`config.mk`:
```
export PLATFORM = sky130hd
export DESIGN_NAME = dtack_wait_gen_flat
export DESIGN_NICKNAME = d
export VERILOG_FILES = /design/src/rtl/bus_ctrl_pkg.sv /design/src/rtl/dtack_wait_gen_if.sv /design/src/rtl/dtack_wait_gen_prio.sv /design/src/rtl/dtack_wait_gen.sv /design/src/flat_wrapper.sv
export SDC_FILE = /design/constraint.sdc
export NUM_CORES = 1
export LEC_CHECK = 0
export CAP_MARGIN = 20
export CORE_ASPECT_RATIO = 1.75
export CORE_UTILIZATION = 57
export DETAILED_ROUTE_END_ITERATION = 12
export MAX_ROUTING_LAYER = met4
export PLACE_DENSITY = 0.83
export SLEW_MARGIN = 20
export SYNTH_ARGS = -nofsm -noshare
export SYNTH_HDL_FRONTEND = slang
export SYNTH_SLANG_ARGS = --single-unit
```
`constraint.sdc`:
```
create_clock -name MCKR -period 3.47 [get_ports MCKR]
set_input_delay 0.8675 -clock MCKR [delete_from_list [all_inputs] [get_ports MCKR]]
set_output_delay 0.8675 -clock MCKR [all_outputs]
set_load 0.005 [all_outputs]
```
`src/rtl/bus_ctrl_pkg.sv`:
```
// Shared types and constants for the DTACK / wait-state generator.
//   state_t      : bus-cycle FSM states
//   WS_W_DEF     : default wait-count width
//   TO_W_DEF     : default timeout-counter width
//   IDX_W        : width of region index buses (ws_idx, sel_idx)
//   unmapped_idx : sel_idx code reported for a cycle that hit no region
package bus_ctrl_pkg;

  localparam int unsigned WS_W_DEF = 4;
  localparam int unsigned TO_W_DEF = 8;
  localparam int unsigned IDX_W    = 4;

  typedef enum logic [2:0] {
    IDLE,
    DECODE,
    COUNT,
    ACK,
    BERR
  } state_t;

  // Unmapped cycles report NREG; with NREG=16 this wraps to 0 in IDX_W bits.
  function automatic logic [IDX_W-1:0] unmapped_idx(input int unsigned nreg);
    return IDX_W'(nreg);
  endfunction

endpackage

```
`src/rtl/dtack_wait_gen_if.sv`:
```
// CPU-side bus bundle for dtack_wait_gen.
//   master : address decoders / CPU / table writer (drive strobes and selects)
//   slave  : dtack_wait_gen (drives DTACKn, BERRn, busy, sel_idx)
interface dtack_wait_gen_if #(
  parameter int unsigned NREG = 4,
  parameter int unsigned WS_W = bus_ctrl_pkg::WS_W_DEF
);
  import bus_ctrl_pkg::*;

  logic             AS_b;
  logic [NREG-1:0]  region_sel_b;
  logic             WAIT_b;
  logic             VRDTACK_b;
  logic             ws_we;
  logic [IDX_W-1:0] ws_idx;
  logic [WS_W-1:0]  ws_val;
  logic             DTACKn;
  logic             BERRn;
  logic             busy;
  logic [IDX_W-1:0] sel_idx;

  modport master (
    output AS_b, region_sel_b, WAIT_b, VRDTACK_b, ws_we, ws_idx, ws_val,
    input  DTACKn, BERRn, busy, sel_idx
  );

  modport slave (
    input  AS_b, region_sel_b, WAIT_b, VRDTACK_b, ws_we, ws_idx, ws_val,
    output DTACKn, BERRn, busy, sel_idx
  );

endinterface

```
`src/rtl/dtack_wait_gen_prio.sv`:
```
// Lowest-index-wins priority encoder over active-low region selects.
//   sel_b   : NREG active-low selects
//   idx_c   : index of the lowest low select (unmapped code when none)
//   valid_c : at least one select is low
module region_prio_enc
  import bus_ctrl_pkg::*;
#(
  parameter int unsigned NREG = 4
) (
  input  logic [NREG-1:0]  sel_b,
  output logic [IDX_W-1:0] idx_c,
  output logic             valid_c
);

  // Scan high to low so the lowest asserted index is the last to write.
  always_comb begin
    idx_c   = unmapped_idx(NREG);
    valid_c = 1'b0;
    for (int i = int'(NREG) - 1; i >= 0; i--) begin
      if (!sel_b[i]) begin
        idx_c   = IDX_W'(i);
        valid_c = 1'b1;
      end
    end
  end

endmodule

```
`src/rtl/dtack_wait_gen.sv`:
```
// DTACK / wait-state / bus-timeout generator for NREG decoded regions.
//   MCKR    : system / CPU clock
//   SYSRES  : synchronous active-high reset
//   bus     : slave side of dtack_wait_gen_if
//             in : AS_b, region_sel_b, WAIT_b, VRDTACK_b, ws_we, ws_idx, ws_val
//             out: DTACKn, BERRn, busy, sel_idx (all registered)
module dtack_wait_gen
  import bus_ctrl_pkg::*;
#(
  parameter int unsigned          NREG     = 4,
  parameter int unsigned          WS_W     = WS_W_DEF,
  parameter logic [NREG*WS_W-1:0] WS_INIT  = {NREG{WS_W'(2)}},
  parameter logic [NREG-1:0]      EXT_MASK = '0,
  parameter int unsigned          TO_W     = TO_W_DEF,
  parameter int unsigned          TIMEOUT  = 255
) (
  input  logic             MCKR,
  input  logic             SYSRES,
  dtack_wait_gen_if.slave  bus
);

  state_t            state;
  logic [WS_W-1:0]   ws_tab [NREG];
  logic [WS_W-1:0]   cnt;
  logic [TO_W-1:0]   to_cnt;
  logic              ext_req;
  logic              mapped;

  logic [IDX_W-1:0]  enc_idx_c;
  logic              enc_valid_c;
  logic [WS_W-1:0]   ws_pick_c;
  logic              ext_pick_c;
  logic [TO_W-1:0]   to_inc_c;
  logic              timeout_hit_c;
  logic              ack_ok_c;

  region_prio_enc #(.NREG(NREG)) u_prio (
    .sel_b   (bus.region_sel_b),
    .idx_c   (enc_idx_c),
    .valid_c (enc_valid_c)
  );

  // Per-region lookup of wait count and external-ack requirement.
  always_comb begin
    ws_pick_c  = '0;
    ext_pick_c = 1'b0;
    for (int i = 0; i < int'(NREG); i++) begin
      if (enc_idx_c == IDX_W'(i)) begin
        ws_pick_c  = ws_tab[i];
        ext_pick_c = EXT_MASK[i];
      end
    end
  end

  // Saturating timeout increment; BERR fires on the edge the count reaches TIMEOUT.
  always_comb begin
    to_inc_c      = (&to_cnt) ? to_cnt : to_cnt + TO_W'(1);
    timeout_hit_c = (TIMEOUT != 0) && (to_inc_c == TO_W'(TIMEOUT));
    ack_ok_c      = bus.WAIT_b && (cnt == '0) && mapped && (!ext_req || !bus.VRDTACK_b);
  end

  // Wait table; indices >= NREG match no entry and are dropped.
  always_ff @(posedge MCKR) begin
    if (SYSRES) begin
      for (int i = 0; i < int'(NREG); i++) begin
        ws_tab[i] <= WS_INIT[i*WS_W +: WS_W];
      end
    end else if (bus.ws_we) begin
      for (int i = 0; i < int'(NREG); i++) begin
        if (bus.ws_idx == IDX_W'(i)) begin
          ws_tab[i] <= bus.ws_val;
        end
      end
    end
  end

  // Bus-cycle FSM with registered outputs.
  always_ff @(posedge MCKR) begin
    if (SYSRES) begin
      state       <= IDLE;
      bus.DTACKn  <= 1'b1;
      bus.BERRn   <= 1'b1;
      bus.busy    <= 1'b0;
      bus.sel_idx <= '0;
      cnt         <= '0;
      to_cnt      <= '0;
      ext_req     <= 1'b0;
      mapped      <= 1'b0;
    end else begin
      case (state)
        IDLE: begin
          if (!bus.AS_b) begin
            state    <= DECODE;
            bus.busy <= 1'b1;
          end
        end

        DECODE: begin
          bus.sel_idx <= enc_idx_c;
          to_cnt      <= '0;
          if (bus.AS_b) begin
            state    <= IDLE;
            bus.busy <= 1'b0;
          end else begin
            mapped  <= enc_valid_c;
            cnt     <= enc_valid_c ? ws_pick_c : '0;
            ext_req <= enc_valid_c & ext_pick_c;
            state   <= COUNT;
          end
        end

        COUNT: begin
          to_cnt <= to_inc_c;
          // Abort beats timeout, which beats acknowledge.
          if (bus.AS_b) begin
            state    <= IDLE;
            bus.busy <= 1'b0;
          end else if (timeout_hit_c) begin
            state     <= BERR;
            bus.BERRn <= 1'b0;
          end else if (ack_ok_c) begin
            state      <= ACK;
            bus.DTACKn <= 1'b0;
          end else if (bus.WAIT_b && (cnt != '0)) begin
            cnt <= cnt - WS_W'(1);
          end
        end

        ACK: begin
          if (bus.AS_b) begin
            state      <= IDLE;
            bus.DTACKn <= 1'b1;
            bus.busy   <= 1'b0;
          end
        end

        BERR: begin
          if (bus.AS_b) begin
            state     <= IDLE;
            bus.BERRn <= 1'b1;
            bus.busy  <= 1'b0;
          end
        end

        default: begin
          state      <= IDLE;
          bus.DTACKn <= 1'b1;
          bus.BERRn  <= 1'b1;
          bus.busy   <= 1'b0;
        end
      endcase
    end
  end

endmodule

```
`src/flat_wrapper.sv`:
```
// flat-port wrapper written by rule: the top's interface ports become plain ports
module dtack_wait_gen_flat import bus_ctrl_pkg::*;
#(
  parameter int unsigned          NREG     = 4,
  parameter int unsigned          WS_W     = WS_W_DEF,
  parameter logic [NREG*WS_W-1:0] WS_INIT  = {NREG{WS_W'(2)}},
  parameter logic [NREG-1:0]      EXT_MASK = '0,
  parameter int unsigned          TO_W     = TO_W_DEF,
  parameter int unsigned          TIMEOUT  = 255
)
  (MCKR, SYSRES, bus_AS_b, bus_region_sel_b, bus_WAIT_b, bus_VRDTACK_b, bus_ws_we, bus_ws_idx, bus_ws_val, bus_DTACKn, bus_BERRn, bus_busy, bus_sel_idx);
  dtack_wait_gen_if #(.NREG(NREG), .WS_W(WS_W)) bus_i ();
  input  logic MCKR;
  input  logic SYSRES;
  input wire logic [$bits(bus_i.AS_b)-1:0] bus_AS_b;
  input wire logic [$bits(bus_i.region_sel_b)-1:0] bus_region_sel_b;
  input wire logic [$bits(bus_i.WAIT_b)-1:0] bus_WAIT_b;
  input wire logic [$bits(bus_i.VRDTACK_b)-1:0] bus_VRDTACK_b;
  input wire logic [$bits(bus_i.ws_we)-1:0] bus_ws_we;
  input wire logic [$bits(bus_i.ws_idx)-1:0] bus_ws_idx;
  input wire logic [$bits(bus_i.ws_val)-1:0] bus_ws_val;
  output wire logic [$bits(bus_i.DTACKn)-1:0] bus_DTACKn;
  output wire logic [$bits(bus_i.BERRn)-1:0] bus_BERRn;
  output wire logic [$bits(bus_i.busy)-1:0] bus_busy;
  output wire logic [$bits(bus_i.sel_idx)-1:0] bus_sel_idx;
  assign bus_i.AS_b = bus_AS_b;
  assign bus_i.region_sel_b = bus_region_sel_b;
  assign bus_i.WAIT_b = bus_WAIT_b;
  assign bus_i.VRDTACK_b = bus_VRDTACK_b;
  assign bus_i.ws_we = bus_ws_we;
  assign bus_i.ws_idx = bus_ws_idx;
  assign bus_i.ws_val = bus_ws_val;
  assign bus_DTACKn = bus_i.DTACKn;
  assign bus_BERRn = bus_i.BERRn;
  assign bus_busy = bus_i.busy;
  assign bus_sel_idx = bus_i.sel_idx;
  dtack_wait_gen #(.NREG(NREG), .WS_W(WS_W), .WS_INIT(WS_INIT), .EXT_MASK(EXT_MASK), .TO_W(TO_W), .TIMEOUT(TIMEOUT)) u_core (.MCKR(MCKR), .SYSRES(SYSRES), .bus(bus_i));
endmodule
```
# Yosys cells after proc, flatten, opt, wreduce, memory -nomap -nowiden
# Memory sizes are Yosys's and may differ from the RTL's.
# Index checks and enable logic that the tools add are counted.
dict set report totals {
  latchBits 0
  regBits 23
  memories 1
  ram_bits 16
  rom_bits 0
}
# name words word_bits read_ports rd_clocked_by_memory_dff wr line_no
set memory_table {}
lappend memory_table {u_core.ws_tab 4 4 4 0 4 dtack_wait_gen.sv:23} ;# logic [WS_W-1:0] ws_tab [NREG];
dict set report op_classes {
  reduce_logical 20
  n_mul 0
  n_shift 0
  n_eq_ne 24
  order_cmp 0
  div 0
  mux 61
  n_bitwise 7
  add_sub_neg 2
}
# cell count
set ops {}
lappend ops {{2-to-1 mux 4 bit} 17}
lappend ops {{2-to-1 mux 1 bit} 30}
lappend ops {{2-to-1 mux 3 bit} 6}
lappend ops {{equality test 4 x 2 -> 1 bit (second input constant)} 4}
lappend ops {{case mux 8 bit (2 select lines)} 1}
lappend ops {{!= test 2 bit (second input constant)} 7}
lappend ops {{logical NOT 4 bit} 3}
lappend ops {{case mux 3 bit (4 select lines)} 1}
lappend ops {{!= test 2 x 1 -> 1 bit (second input constant)} 5}
lappend ops {{adder 8 x 1 -> 8 bit (second input constant)} 1}
lappend ops {{equality test 4 x 1 -> 1 bit (second input constant)} 2}
lappend ops {{equality test 8 bit (second input constant)} 1}
lappend ops {{2-to-1 mux 8 bit} 1}
lappend ops {{case mux 4 bit (2 select lines)} 1}
lappend ops {{AND reduction 8 bit} 1}
lappend ops {{equality test 3 x 2 -> 1 bit (second input constant)} 2}
lappend ops {{case mux 1 bit (3 select lines)} 2}
lappend ops {{AND reduction 6 bit} 1}
lappend ops {{OR reduction 3 bit} 2}
lappend ops {{AND reduction 5 bit} 1}
lappend ops {{!= test 4 x 2 -> 1 bit (second input constant)} 1}
lappend ops {{bitwise OR 1 bit} 4}
lappend ops {{AND reduction 2 bit} 2}
lappend ops {{AND reduction 4 bit} 1}
lappend ops {{other kinds (13)} 17}

# Logic depth before layout (Yosys ltp)
# Gate-level depths: netlist of the first run.
dict set report depth {
  depth_word 12
  ltp_mapped 8
}

# Cells and area by module
# From an unflattened synthesis of the first run, not the netlist that was laid out.
dict set report unflattened {
  cells_unflattened 238
  area_unflattened_um2 2172.1
}
# module cells_per_inst seq_area_each_um2 area_each_um2 instances
set by_module_without_submodules {}
lappend by_module_without_submodules {dtack_wait_gen 230 940.9 2128.3 1}
lappend by_module_without_submodules {region_prio_enc 8 0.0 43.8 1}

# Worst setup path after synthesis of the first run
# No wires, ideal clock.
dict set report synth_timing {
  path_type {input-to-reg}
  startpoint {input bus_region_sel_b[1]}
  endpoint {register u_core.cnt[0]}
  cell_stages 7
  arrival_time_ps 1977
  n_path_buf 1
  setup_time_ps 59
  path_slack_ps 1434
  path_cell_list {clkbuf_1 > nor2_1 > a31o_2 > a221oi_1 > nor2_1 > nor2_1 > o221a_2}
}
dict set report synth_via {
  elab_chain_len 10
  word_cells_on_any_way 15
  cone_classes {eq/ne (3); mux (11); reduce/logical (1)}
}
# element line_no
set synth_lines {}
lappend synth_lines {{start, declared} flat_wrapper.sv:16} ;# input wire logic [$bits(bus_i.region_sel_b)-1:0] bus_region_sel_b;
lappend synth_lines {{2-to-1 mux 4 bit (2 in series)} dtack_wait_gen_prio.sv:20} ;# if (!sel_b[i]) begin
lappend synth_lines {{logical NOT 4 bit} dtack_wait_gen.sv:48} ;# if (enc_idx_c == IDX_W'(i)) begin
lappend synth_lines {{2-to-1 mux 4 bit (4 in series)} dtack_wait_gen.sv:48}
lappend synth_lines {{2-to-1 mux 4 bit (*)} dtack_wait_gen.sv:106} ;# cnt <= enc_valid_c ? ws_pick_c : '0;
lappend synth_lines {{2-to-1 mux 4 bit (*)} dtack_wait_gen.sv:101} ;# if (bus.AS_b) begin
lappend synth_lines {{case mux 4 bit (2 select lines) (*)} dtack_wait_gen.sv:90} ;# case (state)
lappend synth_lines {{end signal, assigned} dtack_wait_gen.sv:106}
lappend synth_lines {{end signal, assigned} dtack_wait_gen.sv:125} ;# cnt <= cnt - WS_W'(1);
lappend synth_lines {{end, declared} dtack_wait_gen.sv:24} ;# logic [WS_W-1:0] cnt;
# Every way passes the cells marked *; elsewhere a longest branch is shown, timed or not. The select of a mux whose other input is x is not followed.
# A chain may end at the register's enable or synchronous reset.

# Final worst setup path of the first run
dict set report layout_timing {
  startpoint {input bus_region_sel_b[3]}
  endpoint {register u_core.cnt[0]}
}
dict set report layout_via {
  elab_chain_len 12
  word_cells_on_any_way 19
  cone_classes {eq/ne (3); mux (15); reduce/logical (1)}
}
# element line_no
set layout_lines {}
lappend layout_lines {{2-to-1 mux 3 bit} dtack_wait_gen_prio.sv:20}
lappend layout_lines {{2-to-1 mux 4 bit (3 in series)} dtack_wait_gen_prio.sv:20}
lappend layout_lines {{logical NOT 4 bit} dtack_wait_gen.sv:48}
lappend layout_lines {{2-to-1 mux 4 bit (4 in series)} dtack_wait_gen.sv:48}
lappend layout_lines {{2-to-1 mux 4 bit (*)} dtack_wait_gen.sv:106}
lappend layout_lines {{2-to-1 mux 4 bit (*)} dtack_wait_gen.sv:101}
lappend layout_lines {{case mux 4 bit (2 select lines) (*)} dtack_wait_gen.sv:90}
# Marked as above.

==> results of run 1 <==
## where the power goes
part	switching (mW)	total, mW	internal [mW]
registers	0.00998	0.493	0.483
logic	0.0559	0.104	0.0484
clock network	0.153	0.339	0.186
## worst paths after layout
check | start | endpoint | slack, ps | cells past startpoint
worst min register to register | u_core.bus.sel_idx[2] | u_core.bus.sel_idx[2] | 490 | 2
worst max register to register | u_core.to_cnt[0] | u_core.bus.BERRn | 1080 | 7
worst min-delay path | u_core.bus.sel_idx[2] | u_core.bus.sel_idx[2] | 490 | 2
worst max-delay path | bus_region_sel_b[3] | u_core.cnt[0] | 1080 | 7
## logic make-up after synthesis
logic type	share of synthesized area
other cells	0.00180
compound gates	0.213
flops	0.442
fa+ha+maj	0.0228
simple gates	0.259
buf+inv	0.0618
## synth_stat cells, drive strengths merged (4+ instances only)
master and count:
a211oi 7, a21oi 19, a31o 4, a31oi 4, and2 13, buf 5
clkbuf 9, dfxtp 22, edfxtp 16, inv 17, nand2 12, nand2b 13
nand3 6, nand4 5, nor2 24, nor3 12, o21ai 13
## stage by stage
step	hold WS [ps]	setup slack [ps]	power, mW	instance area (sq um)	instances
after global placement	468	872	0.603	2330	299
after detailed placement	485	812	0.606	2330	299
after global routing	525	876	0.965	2430	307
after CTS	502	1100	0.942	2430	307
final	494	1080	0.936	2430	307
after floorplan	476	1430	0.562	2090	242
## final cells by class
type | instances | share of cell area
flip-flops and latches | 38 | 0.379
inverters | 17 | 0.0263
clock buffers | 8 | 0.0417
repair buffers | 26 | 0.103
multi-input cells | 173 | 0.427
well taps | 45 | 0.0232
## registers in the layout (all words and copies together), names as in the netlist
signal,flops
u_core.bus.BERRn,1
u_core.bus.DTACKn,1
u_core.bus.busy,1
u_core.bus.sel_idx,3
u_core.cnt,4
u_core.mapped,1
u_core.state,3
u_core.to_cnt,8
u_core.ws_tab,16
## worst max-delay path: cells and delay by family
family | cells | cell delay (ps)
and+or+nand+nor | 3 | 440
AOI/OAI and AO/OA | 3 | 770
buffers and inverters | 1 | 560
## routing by layer
metal  wire (microns)  share of wire  vias to the layer above
li1                 -              -                      914
met1             1640           0.36                      886
met2             2690           0.59                       36
met3              111          0.024                       12
met4              121          0.027                        0
met5                0              0                        -
==> results.md, run 1 <==
Outcome:
- The run finished with clean final reports.

Synth:
- The share of the synthesized area in the top cell type is 0.230.
- The cell count after synthesis came out at 242.
- The most used flip-flop cell after synthesis is dfxtp_1.
- The net count after synthesis is 263.
- Yosys printed 0 warnings.
- The post-synthesis instance area is 0.00209 sq mm.
- The fraction of the yosys area taken by sequential cells is 0.442.
- Yosys mapped a number of flops with a built-in enable equal to 16.
- After synthesis the netlist holds a flip-flop and latch count of 38.
- The count of distinct cell types in the synthesized netlist is 48.
- For this run, asynchronously set or reset flops after synthesis account for 0.
- The average instance in the mapped netlist occupies 8.62 sq um.
- The largest area contributor in the netlist is edfxtp_1.
- Sorting the synthesized cells by area gives the leading types as edfxtp_1 23%, dfxtp_1 21%, a21oi_1 4.3%.

Drt:
- The residual DRC count is 0.
- The remaining number of nets flagged by the antenna check after routing is 0.
- The detailed router's first-iteration violation count is 22.
- For this block, the via count after detailed routing is 1848.
- The routed design has 4.56 mm of wire.
- The number of iterations in the first detailed-routing pass is 4.
- Dividing the detail-routed wire length by the instance count gives 14.9 microns.
- In the routed layout, each cell is associated on average with a via count of 6.02.

Timing:
- The final hold violation count is 0.
- Subtracting the final worst setup slack from the clock period gives 2390 ps.
- Static timing analysis puts the maximum clock frequency at 0.418 GHz.
- The max-slew violation count is 0.
- For the final database, setup skew stands at 10.0 ps.
- For the pin with the worst max-slew slack, the measured transition is 510 ps.
- After routing, the total negative slack on setup checks comes to 0 ps.
- Measured against its own limit, the worst slew margin works out to 0.660.
- Setup violations remaining at the end of the flow were counted as 0.
- Setup repair after global routing left no endpoint under its margin.
- The period utilization is 0.689.

Cells and area:
- The multi-input combinational cell area is 0.00104 sq mm.
- The top cell types in the final layout, fill and taps aside, are 24 x nor2_1, 22 x clkdlybuf4s50_1, 22 x dfxtp_1, 18 x a21oi_1, 17 x inv_1.
- Once layout is complete, the utilization of the core stands at 0.707.
- The area added between synthesis and finish is 16.4%.
- The number of nets in the layout is 282.
- 0 antenna diodes ended up in the layout.
- Across the whole layout, storage elements account for 921 sq um.
- Leaving out fill and tap cells, the most frequent cell in the layout is nor2_1.
- The layout has 306 filler cells.
- The share of post-route cells with drive strength above 1 is 0.0687.

Floorplanning:
- The site row count is 28.
- The floorplan step set the die height to 82.0 microns.
- The initial core utilization is 0.608.
- The count of boundary I/O pins is 25.
- The overall die area is 0.00391 sq mm.
- The horizontal die dimension is 47.7 microns.
- The core region is 0.00343 sq mm.

Global routing:
- The layer with the highest usage after global routing is met2.
- The met2 capacity usage during global routing is 0.516.
- The total overflow reported by the global router is 0.
- The number of global-route vias before repair is 1790.
- The global routing met3 resource utilization is 0.0615.
- Entering global routing, the biggest net connects 17 pins.
- For met1 alone, demand over resource in global routing was 0.220.
- The global router's overall resource usage is 0.273.
- The first global-routing pass estimated 7.25 mm of wire.
- The initial antenna violation count was 0.

CTS:
- Buffers inserted to repair hold after CTS numbered 0.
- The number of levels the H-tree was split into is 2.
- The clock root buffer is clkbuf_8.
- The maximum number of buffers from clock root to sink is 2.
- The clock buffer count from CTS is 5.
- The number of buffers added for setup after CTS is 0.
- Once the clock tree was built, the resizer swapped 0 gates to a different size.
- The clock tree from TritonCTS is done.
- The clock reaches the later pin of the worst-skew pair after 300 ps.
- The clock-pin slew on the worst setup and hold paths is 80 ps.
- The count of clock tree sinks is 38.

Power and ir drop:
- In this run the power density over the cells is 385 mW/mm^2.
- The leakage dissipation is 0.849 nW.
- The worst IR drop on VDD is 0.335 mV.

Worst hold path:
- The classification of the worst-slack hold path is reg2reg.

Job:
- Across the run, the number of max-cap violations was 0.

Critical path:
- STA classifies the critical path endpoint as a flop.
- The critical path is of the in2reg type.
- The startpoint class of the critical path is an input port.
- In this design, the stage delay of the slowest critical-path cell is 560 ps.
- Walking the worst path, the cells encountered are clkdlybuf4s50_1, nand2b_1, a31o_2, a221oi_1, nor2_1, nor2_1, o221a_2.
- The most frequent cell on the critical path is nor2_1.
- The slowest stage of the critical path is the clkdlybuf4s50_1 cell.
- The required time reported for the critical path endpoint is 3720 ps.
- The largest fanout on the critical path is 8.
- The arrival time at the worst endpoint is 2640 ps.

Placed design:
- The weighted congestion reported at the end of routability-driven placement is 0.877.
- The HPWL after detailed placement is 3.37 mm.
- In this run the tool buffered the top-level ports with 22 buffer cells.
(Power assumes the default switching activity.)
==> run 2, diff against run 1 <==
--- a/config.mk
+++ b/config.mk
@@ -7,10 +7,10 @@
 export LEC_CHECK = 0
 export CAP_MARGIN = 20
 export CORE_ASPECT_RATIO = 1.75
-export CORE_UTILIZATION = 57
+export CORE_UTILIZATION = 50
 export DETAILED_ROUTE_END_ITERATION = 12
 export MAX_ROUTING_LAYER = met4
-export PLACE_DENSITY = 0.83
+export PLACE_DENSITY = 0.78
 export SLEW_MARGIN = 20
 export SYNTH_ARGS = -nofsm -noshare
 export SYNTH_HDL_FRONTEND = slang
==> constraint.sdc (replaced) <==
create_clock -name MCKR -period 2.15 [get_ports MCKR]
set_input_delay 0.5375 -clock MCKR [delete_from_list [all_inputs] [get_ports MCKR]]
set_output_delay 0.5375 -clock MCKR [all_outputs]
set_load 0.005 [all_outputs]
==> results.md, run 2 (synthesis gave the netlist of run 1 again) <==
Cells and area:
- The register with the most flip-flops is u_core.ws_tab.
- The register with the most flip-flops in the layout has 16 of them.
- The count of cells in the finished layout, fillers not included, comes to 324.
- In the final layout, the registers with the most flip-flops are u_core.ws_tab: 16 flops, u_core.to_cnt: 8 flops, u_core.cnt: 4 flops.
- The number of nets in the layout is 297.
- Leaving out fill and tap cells, the most frequent cell in the layout is nor2_1.
- 0 antenna diodes ended up in the layout.
- After routing the design area is 0.00253 sq mm.
- The share of post-route cells with drive strength above 1 is 0.130.
- Measured on the finished design, the core utilization comes to 0.643.
- The area added between synthesis and finish is 21.4%.
- In the layout the commonest cells are 24 x nor2_1, 22 x clkdlybuf4s50_1, 22 x dfxtp_1, 19 x buf_4.
- The filler cell count in the final layout is 345.

Drt:
- After detailed routing, the total wire length is 4.57 mm.
- The residual DRC count is 0.
- The detail-routed net length per standard cell is 14.1 microns.
- The detailed-route vias per instance is 5.78.
- The detailed router's first-iteration violation count is 59.
- The number of iterations in the first detailed-routing pass is 4.
- The final route contains 1873 vias.
- In this run the remaining antenna-violating nets after routing total 0.

Critical path:
- The number of cells on the worst reg-to-reg path is 7.
- The signal on the critical path passes through ha_2, and3_2, o2111a_1, o221ai_1, or4_1, a21oi_1, o21ai_0.
- The timing startpoint of the critical path is u_core.to_cnt[1].
- Of all nets on the critical path, the largest fanout is 6.
- Among all stages on the critical path, the largest delay is contributed by or4_1.
- At the worst endpoint, the required time is 2330 ps.
- The arrival time at the worst endpoint is 2140 ps.
- The largest incremental delay on the critical path is 420 ps.
- In this run the worst setup path terminates at u_core.bus.BERRn.
- The start-to-end type of the worst setup path is reg2reg.
- The reg-to-reg critical path startpoint is u_core.to_cnt[1].
- The worst setup path is captured at a flop.
- STA classifies the critical path startpoint as a flop.
- The setup slack of the worst register-to-register path is 190 ps.
- The worst register-to-register path ends at u_core.bus.BERRn.

Timing:
- On the final layout, the worst clock skew is 7.81 ps.
- Based on the critical path, the design can be clocked at up to 0.510 GHz.
- The final setup violation count is 0.
- The max-slew violation count was 0.
- The smallest hold slack is 487 ps.
- The final hold violation count is 0.
- The period utilization is 0.911.
- Setup repair after global routing left no endpoint under its margin.
- The final worst setup slack is 191 ps.
- The shortest period the worst path allows is 1960 ps.
- The summed negative setup slack over all endpoints is 0 ps.

Placed design:
- Routability-driven placement finished with a final weighted congestion of 0.889.
- The count of buffers added on input and output ports is 22.
- The post-place instance area is 0.00244 sq mm.
- Detailed placement finished with a half-perimeter wire length of 3.54 mm.
- The number of cells after detailed placement is 317.
- Timing analysis after detailed placement gives a worst setup slack of -13.0 ps.

Power and ir drop:
- The power consumption is 1.44 mW.
- The power per cell area is 567 mW/mm^2.
- The worst IR drop on VDD is 0.478 mV.
- The leakage dissipation is 0.907 nW.

CTS:
- Gates resized during post-CTS repair numbered 0.
- For this design, the sink count on the clock tree is 38.
- TritonCTS created 5 clock buffers.
- The H-tree generated during clock tree synthesis spans 2 levels.
- TritonCTS built the clock tree.
- The clock latency reported for the late side of the worst-skew pair is 290 ps.
- No sink is reached through more buffers than the 2 on the longest clock path.
- The clock root buffer is clkbuf_8.
- The number of buffers added for setup after CTS is 0.
- The clock-pin slew on the worst setup and hold paths is 70 ps.
- After clock tree synthesis, the flow added hold-fix buffers numbering 0.

Global routing:
- The total overflow reported by the global router is 0.
- The largest net degree at the start of global routing is 17.
- The first-pass GRT wire length is 7.68 mm.
- The number of global-route vias before repair is 1826.
- For this run, the total global-route usage over all layers was measured as 0.243.
- The initial antenna violation count is 0.

Floorplanning:
- The area of the core is 0.00394 sq mm.
- The height of the chip is 87.4 microns.
- 25 I/O pins were placed.
- After floorplanning, the core was divided into 30 placement rows.
- The initial utilization of the core area, before any placement, comes to 0.529.
- The die is 50.8 microns wide.
- The die covers 0.00444 sq mm.

Worst hold path:
- The worst hold path belongs to the class reg2reg.

Job:
- The total of max-cap violations is 0.

Outcome:
- The flow ran to the end, and the final reports show no timing, DRC or antenna violations.
## run 2: cell types whose count changed in the layout (fill, tap and decap cells not counted)
cell / before / now
a211oi_1: 7 / 6
a21oi_2: 1 / 2
and3_1: 3 / 2
a211oi_2: 0 / 1
clkbuf_16: 1 / 0
ha_1: 3 / 2
buf_4: 4 / 19
a21oi_1: 18 / 17
ha_2: 0 / 1
and3_2: 0 / 1
## run 2: worst min-delay path by stage
stage | from | to | slack, ps | depth (start not counted)
CTS | u_core.bus.sel_idx[0] | u_core.bus.sel_idx[0] | 500 | 2
global route | u_core.bus.DTACKn | u_core.bus.DTACKn | 540 | 2
floorplan | u_core.mapped | u_core.mapped | 480 | 2
finish | u_core.bus.sel_idx[0] | u_core.bus.sel_idx[0] | 490 | 2
global placement | u_core.bus.sel_idx[2] | u_core.bus.sel_idx[2] | 470 | 2
detailed placement | u_core.bus.sel_idx[0] | u_core.bus.sel_idx[0] | 480 | 2
## run 2: layer usage
| layer | track usage | wire [microns] |
|---|---|---|
| met1 | 0.204 | 1600 |
| met2 | 0.484 | 2710 |
| met3 | 0.0436 | 145 |
| met4 | 0.119 | 107 |
| met5 | - | 0 |
## run 2: cell type report
class                      instances  area [sq um]  share of cell area
clock buffer                       7          76.3              0.0301
timing repair buffer              41           363               0.143
sequential                        38           921               0.364
multi-input combinational        173          1050               0.414
tap                               48          60.1              0.0237
inverter                          17          63.8              0.0252
## run 2: critical path: cells and delay by family (launching register included)
family                     cells  cell delay (ps)
DFF                            1              350
AOI/OAI and AO/OA              4              590
and+or+nand+nor                2              670
adders and majority gates      1              230
## run 2: power by group
group | internal [mW] | switching, mW | total, mW
clock network | 0.223 | 0.235 | 0.458
logic | 0.0902 | 0.0971 | 0.187
registers | 0.779 | 0.0128 | 0.792
